File: src/rtl/writeback_stage.sv
`default_nettype none
// ============================================================================
// Module      : writeback_stage
// Description : MEM/WB pipeline register and writeback logic. Captures the
//               MEM-stage result and selects the ALU result or the load data,
//               with sub-word extraction and extension. Drives the
//               register-file write port. Flags misaligned or reserved loads
//               and counts retired instructions.
// Revision    : 1.0 - initial release
// ============================================================================
module writeback_stage #(
    parameter int CNT_WIDTH  = 32,
    parameter bit BIG_ENDIAN = 1'b1
) (
    input  logic                 clk,
    input  logic                 rst,
    input  logic                 mem_valid,
    input  logic                 mem_reg_write,
    input  logic                 mem_mem_to_reg,
    input  logic [2:0]           mem_load_type,
    input  logic [4:0]           mem_write_reg,
    input  logic [31:0]          mem_alu_result,
    input  logic [31:0]          mem_read_data,
    input  logic                 stall,
    input  logic                 flush,
    output logic                 reg_write,
    output logic [4:0]           write_reg,
    output logic [31:0]          write_data,
    output logic                 wb_valid,
    output logic                 load_fault,
    output logic [CNT_WIDTH-1:0] retired_count
);

    localparam logic [2:0] c_LT_LW  = 3'b000;
    localparam logic [2:0] c_LT_LB  = 3'b001;
    localparam logic [2:0] c_LT_LBU = 3'b010;
    localparam logic [2:0] c_LT_LH  = 3'b011;
    localparam logic [2:0] c_LT_LHU = 3'b100;

    // WB pipeline register
    logic                 r_valid;
    logic                 r_reg_write;
    logic                 r_mem_to_reg;
    logic [2:0]           r_load_type;
    logic [4:0]           r_write_reg;
    logic [31:0]          r_alu_result;
    logic [31:0]          r_read_data;
    logic [CNT_WIDTH-1:0] r_count;

    // Combinational writeback datapath
    logic [1:0]  w_offset;
    logic [1:0]  w_byte_lane;
    logic        w_half_lane;
    logic [7:0]  w_byte;
    logic [15:0] w_half;
    logic [31:0] w_load_data;
    logic        w_misaligned;
    logic        w_reserved;
    logic        w_fault;

    // Capture the MEM stage; flush and stall both insert a bubble
    always_ff @(posedge clk or posedge rst) begin
        if (rst) begin
            r_valid      <= 1'b0;
            r_reg_write  <= 1'b0;
            r_mem_to_reg <= 1'b0;
            r_load_type  <= 3'b000;
            r_write_reg  <= 5'd0;
            r_alu_result <= 32'd0;
            r_read_data  <= 32'd0;
        end else if (flush || stall) begin
            r_valid      <= 1'b0;
        end else begin
            r_valid      <= mem_valid;
            r_reg_write  <= mem_reg_write;
            r_mem_to_reg <= mem_mem_to_reg;
            r_load_type  <= mem_load_type;
            r_write_reg  <= mem_write_reg;
            r_alu_result <= mem_alu_result;
            r_read_data  <= mem_read_data;
        end
    end

    // Count every real instruction leaving WB, including suppressed writes
    always_ff @(posedge clk or posedge rst) begin
        if (rst) begin
            r_count <= '0;
        end else if (r_valid) begin
            r_count <= r_count + CNT_WIDTH'(1);
        end
    end

    // Locate the addressed byte/halfword lane; big-endian mirrors the lanes
    assign w_offset    = r_alu_result[1:0];
    assign w_byte_lane = BIG_ENDIAN ? ~w_offset : w_offset;
    assign w_half_lane = BIG_ENDIAN ? ~w_offset[1] : w_offset[1];

    // Extract the selected lane and extend it according to the load type
    always_comb begin
        w_byte       = 8'd0;
        w_half       = 16'd0;
        w_load_data  = r_read_data;
        w_misaligned = 1'b0;
        w_reserved   = 1'b0;

        case (w_byte_lane)
            2'd0:    w_byte = r_read_data[7:0];
            2'd1:    w_byte = r_read_data[15:8];
            2'd2:    w_byte = r_read_data[23:16];
            default: w_byte = r_read_data[31:24];
        endcase

        w_half = w_half_lane ? r_read_data[31:16] : r_read_data[15:0];

        case (r_load_type)
            c_LT_LW: begin
                w_load_data  = r_read_data;
                w_misaligned = (w_offset != 2'b00);
            end
            c_LT_LB:  w_load_data = {{24{w_byte[7]}}, w_byte};
            c_LT_LBU: w_load_data = {24'd0, w_byte};
            c_LT_LH: begin
                w_load_data  = {{16{w_half[15]}}, w_half};
                w_misaligned = w_offset[0];
            end
            c_LT_LHU: begin
                w_load_data  = {16'd0, w_half};
                w_misaligned = w_offset[0];
            end
            default: w_reserved = 1'b1;
        endcase
    end

    // Register-file write port, driven only from the WB register
    assign w_fault       = r_valid & r_mem_to_reg & (w_misaligned | w_reserved);
    assign load_fault    = w_fault;
    assign reg_write     = r_valid & r_reg_write & (r_write_reg != 5'd0) & ~w_fault;
    assign write_reg     = r_write_reg;
    assign write_data    = r_mem_to_reg ? w_load_data : r_alu_result;
    assign wb_valid      = r_valid;
    assign retired_count = r_count;

endmodule
`default_nettype wire
File: config.mk
export PLATFORM = sky130hd
export DESIGN_NAME = writeback_stage
export DESIGN_NICKNAME = d
export VERILOG_FILES = /design/src/rtl/writeback_stage.sv
export SDC_FILE = /design/constraint.sdc
export NUM_CORES = 1
export LEC_CHECK = 0
export CAP_MARGIN = 15
export CORE_ASPECT_RATIO = 1.2
export CORE_MARGIN = 8
export CORE_UTILIZATION = 40
export CTS_CLUSTER_DIAMETER = 150
export DETAILED_ROUTE_END_ITERATION = 10
export PLACE_DENSITY = 0.69
export SYNTH_ARGS = -nofsm -noshare
export SYNTH_HDL_FRONTEND = slang
export SYNTH_SLANG_ARGS = --single-unit
File: constraint.sdc
create_clock -name clk -period 5.8 [get_ports clk]
set_input_delay 1.74 -clock clk [delete_from_list [all_inputs] [get_ports clk]]
set_output_delay 1.74 -clock clk [all_outputs]
set_load 0.02 [all_outputs]
Word-level counts from Yosys, hierarchy flattened
Index checks and enable logic that the tools add are counted.

operators by class
  bitwise logic cells = 8
  multiplexer cells = 7
  reductions and logical operators = 7
  add/subtract/negate cells = 1
  equality and inequality tests = 6

operators by type and width
  operator               count
  $pmux 32 s4            1
  $add 32x1->32 const B  1
  $mux 32                1
  $pmux 8 s3             1
  $mux 16                1
  $eq 3x2->1 const B     2
  $and 1x1->1            5
  $reduce_bool 5->1      1
  $reduce_or 5->1        1
  $eq 3x1->1 const B     1
  $eq 3x3->1 const B     1
  $logic_not 3->1        1
  $eq 2x1->1 const B     1
  $eq 2x2->1 const B     1
  $logic_not 2->1        1
  $mux 1                 2
  $not 2->2              1
  $pmux 1 s2             1
  $reduce_bool 2->1      1
  $reduce_or 2->1        1
  $logic_or 1x1->1       1
  $not 1->1              1
  $or 1x1->1             1

word-level totals
  bits of input ports = 79
  output and inout port bits = 72
  register bits = 107

Depth between registers and ports, before layout
Gate-level depths: netlist (run 1).

  depth in word-level cells = 7
  depth in mapped cells = 7
  depth with buffers taken out = 6

Worst setup path before layout (run 1)
OpenSTA, ideal clock, no wires.

  kind = register to output
  from = register r_load_type[0]
  to = output write_data[2]
  arrival = 1.737 ns
  cell stages (with the launch flop) = 8
  path slack = 2.323 ns
  data required time = 4.060 ns
  buffers on the path = 2
  cell sequence = dfrtp_1 > buf_6 > or3b_4 > o21ai_4 > and2b_1 > buf_4 > nand2_1 > a31oi_1

on the way
  longest elaborated chain between the ends = 3
  elaborated cells between the ends (all ways) = 6

ends and longest elaborated chain
  item                                line  text
  start, declared                     44    logic [2:0] r_load_type;
  start signal, assigned              77    r_load_type <= mem_load_type;
  $eq 3x3->1 (tied with other cells)  115   case (r_load_type)
  $pmux 32 s4 (*)                     115
  $mux 32 (*)                         139   assign write_data = r_mem_to_reg ? w_load_data : r_alu_result;
  end, declared                       28    output logic [31:0] write_data,

Mark *: on every way between the ends. The rest lies on a longest branch, timed or not.

Final worst setup path (run 1)
  from = register r_alu_result[1]
  to = output write_data[28]

on the way
  longest elaborated chain between the ends = 5
  elaborated cells between the ends (all ways) = 8

ends and longest elaborated chain
  item                                line  text
  start, declared                     46    logic [31:0] r_alu_result;
  start signal, assigned              79    r_alu_result <= mem_alu_result;
  $not 2->2                           95    assign w_byte_lane = BIG_ENDIAN ? ~w_offset : w_offset;
  $eq 2x2->1 (tied with other cells)  106   case (w_byte_lane)
  $pmux 8 s3                          106
  $pmux 32 s4 (*)                     115
  $mux 32 (*)                         139

Marked as above.

==> metrics.md, run 1 <==
| Metric | Value |
|---|---|
| I/O Pins | `151` |
| Port Buf Inserts | `150` |
| Post-CTS setup buffers | `0` |
| Worst slew pin tran | `1.02 ns` |
| Die H | `142 um` |
| Largest net degree at the start of global routing | `84` |
| Clock Sinks | `107` |
| Crit Path Class | `reg -> out` |
| RSZ-0062 raised after global routing | `false` |
| Top FF cell, synth | `dfrtp_1` |
| Initial core utilization | `0.405` |
| Startpoint Class | `register` |
| Max Fclk | `0.189 GHz` |
| Setup TNS | `0 ns` |
| CTS tree | `built` |
| Worst reg-to-reg setup slack | `3.90 ns` |
| Clock Root Buffer | `clkbuf_16` |
| Clock Latency Late Sink | `0.34 ns` |
| Final cell count without fillers | `792` |
| Sequential area share after synthesis | `0.504` |
| Via count | `4,185` |
| Yosys cell types | `47` |
| WP data required | `4.06 ns` |
| Fraction of the cycle the final worst path needs | `0.911` |
| Critical path fanouts, max | `23` |
| Initial antenna violation count | `0` |
| Ys Warns | `0` |
| CTS Buf Count | `9` |
| Register Area | `2680 sq um` |
| Final max-slew violation count | `0` |
| CTS Hold Bufs | `0` |
| Post-Synthesis Cells | `477` |
| Worst VDD drop | `0.000194 V` |
| Most common cell after layout, fill and taps aside | `clkdlybuf4s50_1` |
| Ant. Diodes | `0` |
| Cell Area, Synth | `5320 sq um` |
| DRT iter0 DRCs | `219` |
| Critical path data arrival time | `3.54 ns` |
| Fillers | `1,196` |
| Number of synthesized flops with an enable pin | `0` |
| Syn nets | `557` |
| Clk buf depth | `2` |
| Final nets | `699` |
| Gp weighted congestion | `0.825` |
| Drt first pass iters | `5` |
| NetSw | `0.727 mW` |
| Commonest non-fill, non-tap cells in the layout | `clkdlybuf4s50_1, dfrtp_1, mux2_2, nor2_1, nand2_1` |
| H-tree Lvls | `3` |
| Final wirelength | `14.8 mm` |
| Post-DR wirelength/cell | `18.6 um` |
| Final setup fails | `0` |
| Antenna viol nets, final | `0` |
| Drt drc | `0` |
| Post-route minimum period | `5.28 ns` |
| Mapped Avg Cell Area | `11.1 sq um` |
| Sequential power share | `0.418` |
| Core Region | `13,100 sq um` |
| Die width | `121 um` |
| Post-DP HPWL | `10.7 mm` |
| CP endpoint kind | `output pin` |
| Sw Ratio | `0.320` |
| Area Overhead vs Synth | `36.8%` |
| Clk_skew | `0.00594 ns` |
| MaxCap Viol Count | `0` |
| GRT overflow | `0` |
| Share of layout cells above drive strength 1 | `0.189` |
| All-Layer GR Usage | `0.175` |
| Logic pwr share | `0.307` |
| Vias in the first global route | `4,459` |
| Register bit total from synthesis | `107` |
| Clk slew on worst S/H paths | `0.07 ns` |
| Rows | `46` |
| Leak | `3.06 nW` |
| Overall Power | `2.27 mW` |
| Footprint of the multi-input gates | `2500 sq um` |
| Global-route wire length before repair | `23.8 mm` |
| Power per cell area | `312 nW/um^2` |
| Internal power | `1.54 mW` |
| Via density | `5.28` |
| Die Area | `17,300 sq um` |
| Fin. Hold Viols | `0` |
| Max_slew headroom | `0.323` |
| Quantity of gates resized following cts | `0` |
| Min-delay worst type | `reg -> reg` |
| # placed instances | `775` |
| Status | `finished, final reports clean` |
| Clk pwr share | `0.275` |
| Ys async rst share | `1.00` |
==> worst paths after layout <==
kind	end	cells past startpoint	from
worst max-delay path	write_data[28]	6	r_alu_result[1]
worst min register to register	retired_count[23]	1	retired_count[23]
min in group asynchronous	r_alu_result[17]	2	rst
max in group asynchronous	retired_count[11]	4	rst
worst max register to register	retired_count[31]	5	wb_valid
worst min-delay path	retired_count[23]	1	retired_count[23]
==> synthesized netlist by cell type, types with 2 or more instances <==
library cell | number | area [sq um]
dfrtp_1 | 107 | 2680
mux2_2 | 81 | 912
nor2_1 | 58 | 218
nand2_1 | 44 | 165
a21oi_1 | 26 | 130
xnor2_1 | 17 | 149
xor2_1 | 16 | 140
nand3_1 | 13 | 65.1
clkbuf_1 | 11 | 41.3
a31oi_1 | 9 | 56.3
a221oi_1 | 8 | 70.1
mux2i_1 | 8 | 80.1
a22oi_1 | 7 | 52.6
and3_1 | 7 | 43.8
buf_2 | 7 | 35.0
inv_1 | 6 | 22.5
nand4_1 | 6 | 37.5
buf_4 | 5 | 37.5
and4_1 | 4 | 35.0
o21ai_0 | 4 | 20.0
nand3b_1 | 2 | 15.0
nor2_2 | 2 | 12.5
nor3_1 | 2 | 10.0
nor4_4 | 2 | 42.5
o211ai_1 | 2 | 15.0
or3_1 | 2 | 12.5
==> worst max-delay path: stages (launching register included) <==
cell	delay (ns)
dfrtp_1	1.00
mux2_2	0.44
a21oi_1	0.11
a31oi_1	0.07
a21oi_2	0.81
a21oi_1	0.17
clkdlybuf4s50_1	0.59
==> area by class of cell <==
type | count | area share
Sequential cell | 107 | 0.368
Multi-Input combinational cell | 340 | 0.344
Timing Repair Buffer | 155 | 0.214
Clock buffer | 11 | 0.0334
Tap cell | 168 | 0.0289
Clock inverter | 5 | 0.00843
Inverter | 6 | 0.00344
==> per-layer routing <==
metal	global-route usage	up-vias	wire length, um
li1	-	1960	-
met1	0.203	2062	5830
met2	0.285	147	7210
met3	0.0758	16	1500
met4	0.0553	0	228
met5	0	-	0
==> stage by stage <==
step           hold slack, ns  worst slack (ns)  cell area (sq um)  utilization
2_1_floorplan           0.481              1.24               5320            -
3_3_place_gp            0.464              1.04               6940        0.529
3_5_place_dp            0.480             0.965               6940        0.529
4_1_cts                 0.490             0.559               7250        0.552
5_1_grt                 0.509             0.343               7280        0.554
6_report                0.484             0.518               7280        0.554
==> power groups by stage <==
stage / clock [mW] / combinational, mW / sequential [mW]
after floorplan: 0 / 0.409 / 0.933
after global placement: 0 / 0.690 / 0.957
after detailed placement: 0 / 0.695 / 0.963
after CTS: 0.647 / 0.701 / 0.949
after global routing: 0.676 / 0.755 / 0.964
final: 0.625 / 0.697 / 0.949
==> logic make-up (layout without fill, tap and decap cells) <==
| kind of cell | count (synthesis) | after routing | share of synthesized area |
|---|---|---|---|
| buffers and inverters | 30 | 177 | 0.0278 |
| and+or+nand+nor | 153 | 153 | 0.143 |
| xor gates and xnor gates | 34 | 34 | 0.0574 |
| adders and majority gates | 1 | 1 | 0.00235 |
| muxes | 90 | 90 | 0.191 |
| DFF | 107 | 107 | 0.504 |
| AOI/OAI and AO/OA | 62 | 62 | 0.0753 |
Power figures use the tool's default switching activity.
==> run 2: changes to the inputs <==
Settings changed: CTS_BUF_LIST set to sky130_fd_sc_hd__clkbuf_4 sky130_fd_sc_hd__clkbuf_8, CTS_CLUSTER_SIZE set to 24.
==> run 2 against run 1 <==
Setup slack better by 0.033 ns. Total power fell by 6.6%. Non-clock buffer count unchanged. Critical endpoint unchanged. Largest cell class unchanged.
==> metrics.md, run 2 (same netlist as run 1, synthesis figures left out) <==
| Metric | Value |
|---|---|
| Fin area | `7180 sq um (was 7280 sq um)` |
| Gp weighted congestion | `0.825 (unchanged)` |
| Leak | `3.02 nW (was 3.06 nW)` |
| Drt drc | `0 (unchanged)` |
| Global-route wire length before repair | `23.7 mm (was 23.8 mm)` |
| Worst Path Buf+Inv | `1 (unchanged)` |
| Placed inst area | `6940 sq um (unchanged)` |
| Worst slew pin tran | `0.978 ns (was 1.02 ns)` |
| Post-place setup slack | `0.965 ns (unchanged)` |
| Worst VDD drop | `0.000178 V (was 0.000194 V)` |
| Post-route minimum period | `5.25 ns (was 5.28 ns)` |
| Startpoint Class | `register (unchanged)` |
| CP dominant cell by count | `a21oi_1 (unchanged)` |
| Post-DR wirelength/cell | `18.6 um (about the same)` |
| Setup TNS | `0 ns (unchanged)` |
| Crit Path Class | `reg -> out (unchanged)` |
| Via density | `5.26 (was 5.28)` |
| Clk slew on worst S/H paths | `0.10 ns (was 0.07 ns)` |
| CTS Hold Bufs | `0 (unchanged)` |
| Final wirelength | `14.7 mm (was 14.8 mm)` |
| Delay-heaviest family, CP | `compound AO/OA/AOI/OAI gates (unchanged)` |
| Fraction of the cycle the final worst path needs | `0.905 (was 0.911)` |
| CTS Buf Count | `9 (unchanged)` |
| All-Layer GR Usage | `0.174 (was 0.175)` |
| MaxCap Viol Count | `0 (unchanged)` |
| I/O Pins | `151 (unchanged)` |
| Initial core utilization | `0.405 (unchanged)` |
| Drt first pass iters | `4 (was 5)` |
| Max_slew headroom | `0.348 (was 0.323)` |
| Area Overhead vs Synth | `35.0% (was 36.8%)` |
| Most common cell after layout, fill and taps aside | `clkdlybuf4s50_1 (unchanged)` |
| Clock Sinks | `107 (unchanged)` |
| Rows | `46 (unchanged)` |
| Final max-slew violation count | `0 (unchanged)` |
| Clock Latency Late Sink | `0.36 ns (was 0.34 ns)` |
| RSZ-0062 raised after global routing | `false (unchanged)` |
| Die Area | `17,300 sq um (unchanged)` |
| Share of layout cells above drive strength 1 | `0.191 (was 0.189)` |
| Port Buf Inserts | `150 (unchanged)` |
| Hold_ws | `0.489 ns (was 0.484 ns)` |
| CTS tree | `built (unchanged)` |
| Critical path data arrival time | `3.51 ns (was 3.54 ns)` |
| Routing usage on met1 | `0.201 (was 0.203)` |
| M2 GR Usage | `0.283 (was 0.285)` |
| CP cell instances | `mux2_2, a21oi_1, a31oi_1, a21oi_2, a21oi_1, clkdlybuf4s50_1 (unchanged)` |
| WP data required | `4.06 ns (about the same)` |
| Overall Power | `2.12 mW (was 2.27 mW)` |
| Die H | `142 um (unchanged)` |
| Die width | `121 um (unchanged)` |
| GR peak layer | `met2 (unchanged)` |
| Met3 usage | `0.0758 (unchanged)` |
| Setup ws final | `0.551 ns (was 0.518 ns)` |
| Max Fclk | `0.191 GHz (was 0.189 GHz)` |
| Core Region | `13,100 sq um (unchanged)` |
| Final nets | `699 (unchanged)` |
| Antenna viol nets, final | `0 (unchanged)` |
| R2r startpoint | `wb_valid (unchanged)` |
| Fin. Hold Viols | `0 (unchanged)` |
| GRT overflow | `0 (unchanged)` |
| Power per cell area | `295 nW/um^2 (was 312 nW/um^2)` |
| Slowest CP cell | `dfrtp_1 (unchanged)` |
| Commonest non-fill, non-tap cells in the layout | `clkdlybuf4s50_1, dfrtp_1, mux2_2, nor2_1, nand2_1 (unchanged)` |
| Initial antenna violation count | `0 (unchanged)` |
| H-tree Lvls | `3 (unchanged)` |
| Critical path fanouts, max | `23 (unchanged)` |
| Largest net degree at the start of global routing | `84 (unchanged)` |
| CP endpoint kind | `output pin (unchanged)` |
| Final setup fails | `0 (unchanged)` |
| Vias in the first global route | `4,463 (was 4,459)` |
| Status | `finished, final reports clean (unchanged)` |
| Ant. Diodes | `0 (unchanged)` |
| Post-CTS setup buffers | `0 (unchanged)` |
| CP max stage delay | `0.97 ns (was 1.00 ns)` |
| Clk_skew | `0.0125 ns (was 0.00594 ns)` |
| Hold path startpoint | `retired_count[23] (unchanged)` |
| Min-delay worst type | `reg -> reg (unchanged)` |
| DRT iter0 DRCs | `217 (was 219)` |
| Fillers | `1,200 (was 1,196)` |
| Quantity of gates resized following cts | `0 (unchanged)` |
| Via count | `4,164 (was 4,185)` |
| Clock Root Buffer | `clkbuf_8 (was clkbuf_16)` |
| Critical Path Source | `r_alu_result[1] (unchanged)` |
| Post-DP HPWL | `10.7 mm (unchanged)` |
| Clk buf depth | `2 (unchanged)` |
## run 2: cell types whose count changed in the layout (fill, tap and decap cells not counted)
| cell | delta |
|---|---|
| clkbuf_16 | -9 |
| clkbuf_4 | +1 |
| clkbuf_1 | -1 |
| clkbuf_8 | +9 |
## run 2: routing by layer
layer,routed length [um],up-vias
met5,0,-
met3,1490,20
met2,6970,133
met1,5920,2057
li1,-,1954
met4,317,0
## run 2: final timing paths
| path | end | slack [ns] | cells after the start |
|---|---|---|---|
| max | write_data[28] | 0.55 | 6 |
| min | retired_count[23] | 0.49 | 1 |
| max reg2reg | retired_count[31] | 3.88 | 5 |
| min reg2reg | retired_count[23] | 0.49 | 1 |
| max in group asynchronous | retired_count[10] | 3.19 | 4 |
| min in group asynchronous | r_alu_result[17] | 1.64 | 2 |
## run 2: per-stage QoR
stage	utilization	cells
after CTS	0.545	791
after global routing	0.547	792
final	0.547	792
after detailed placement	0.529	775
after global placement	0.529	775
after floorplan	-	477
## run 2: final cells by class
cell class                 instances  area, sq um  share of cell area
sequential                       107         2680               0.373
multi-input combinational        340         2500               0.348
timing repair buffer             155         1560               0.217
tap                              168          210              0.0293
clock buffer                      11          145              0.0202
clock inverter                     5         61.3             0.00854
inverter                           6         25.0             0.00349
## run 2: power breakdown
part / total [mW] / internal [mW] / leakage, nW / switching (mW)
clock: 0.476 / 0.219 / 0.107 / 0.257
sequential: 0.948 / 0.836 / 1.32 / 0.111
combinational: 0.695 / 0.356 / 1.59 / 0.339
total: 2.12 / 1.41 / 3.02 / 0.708
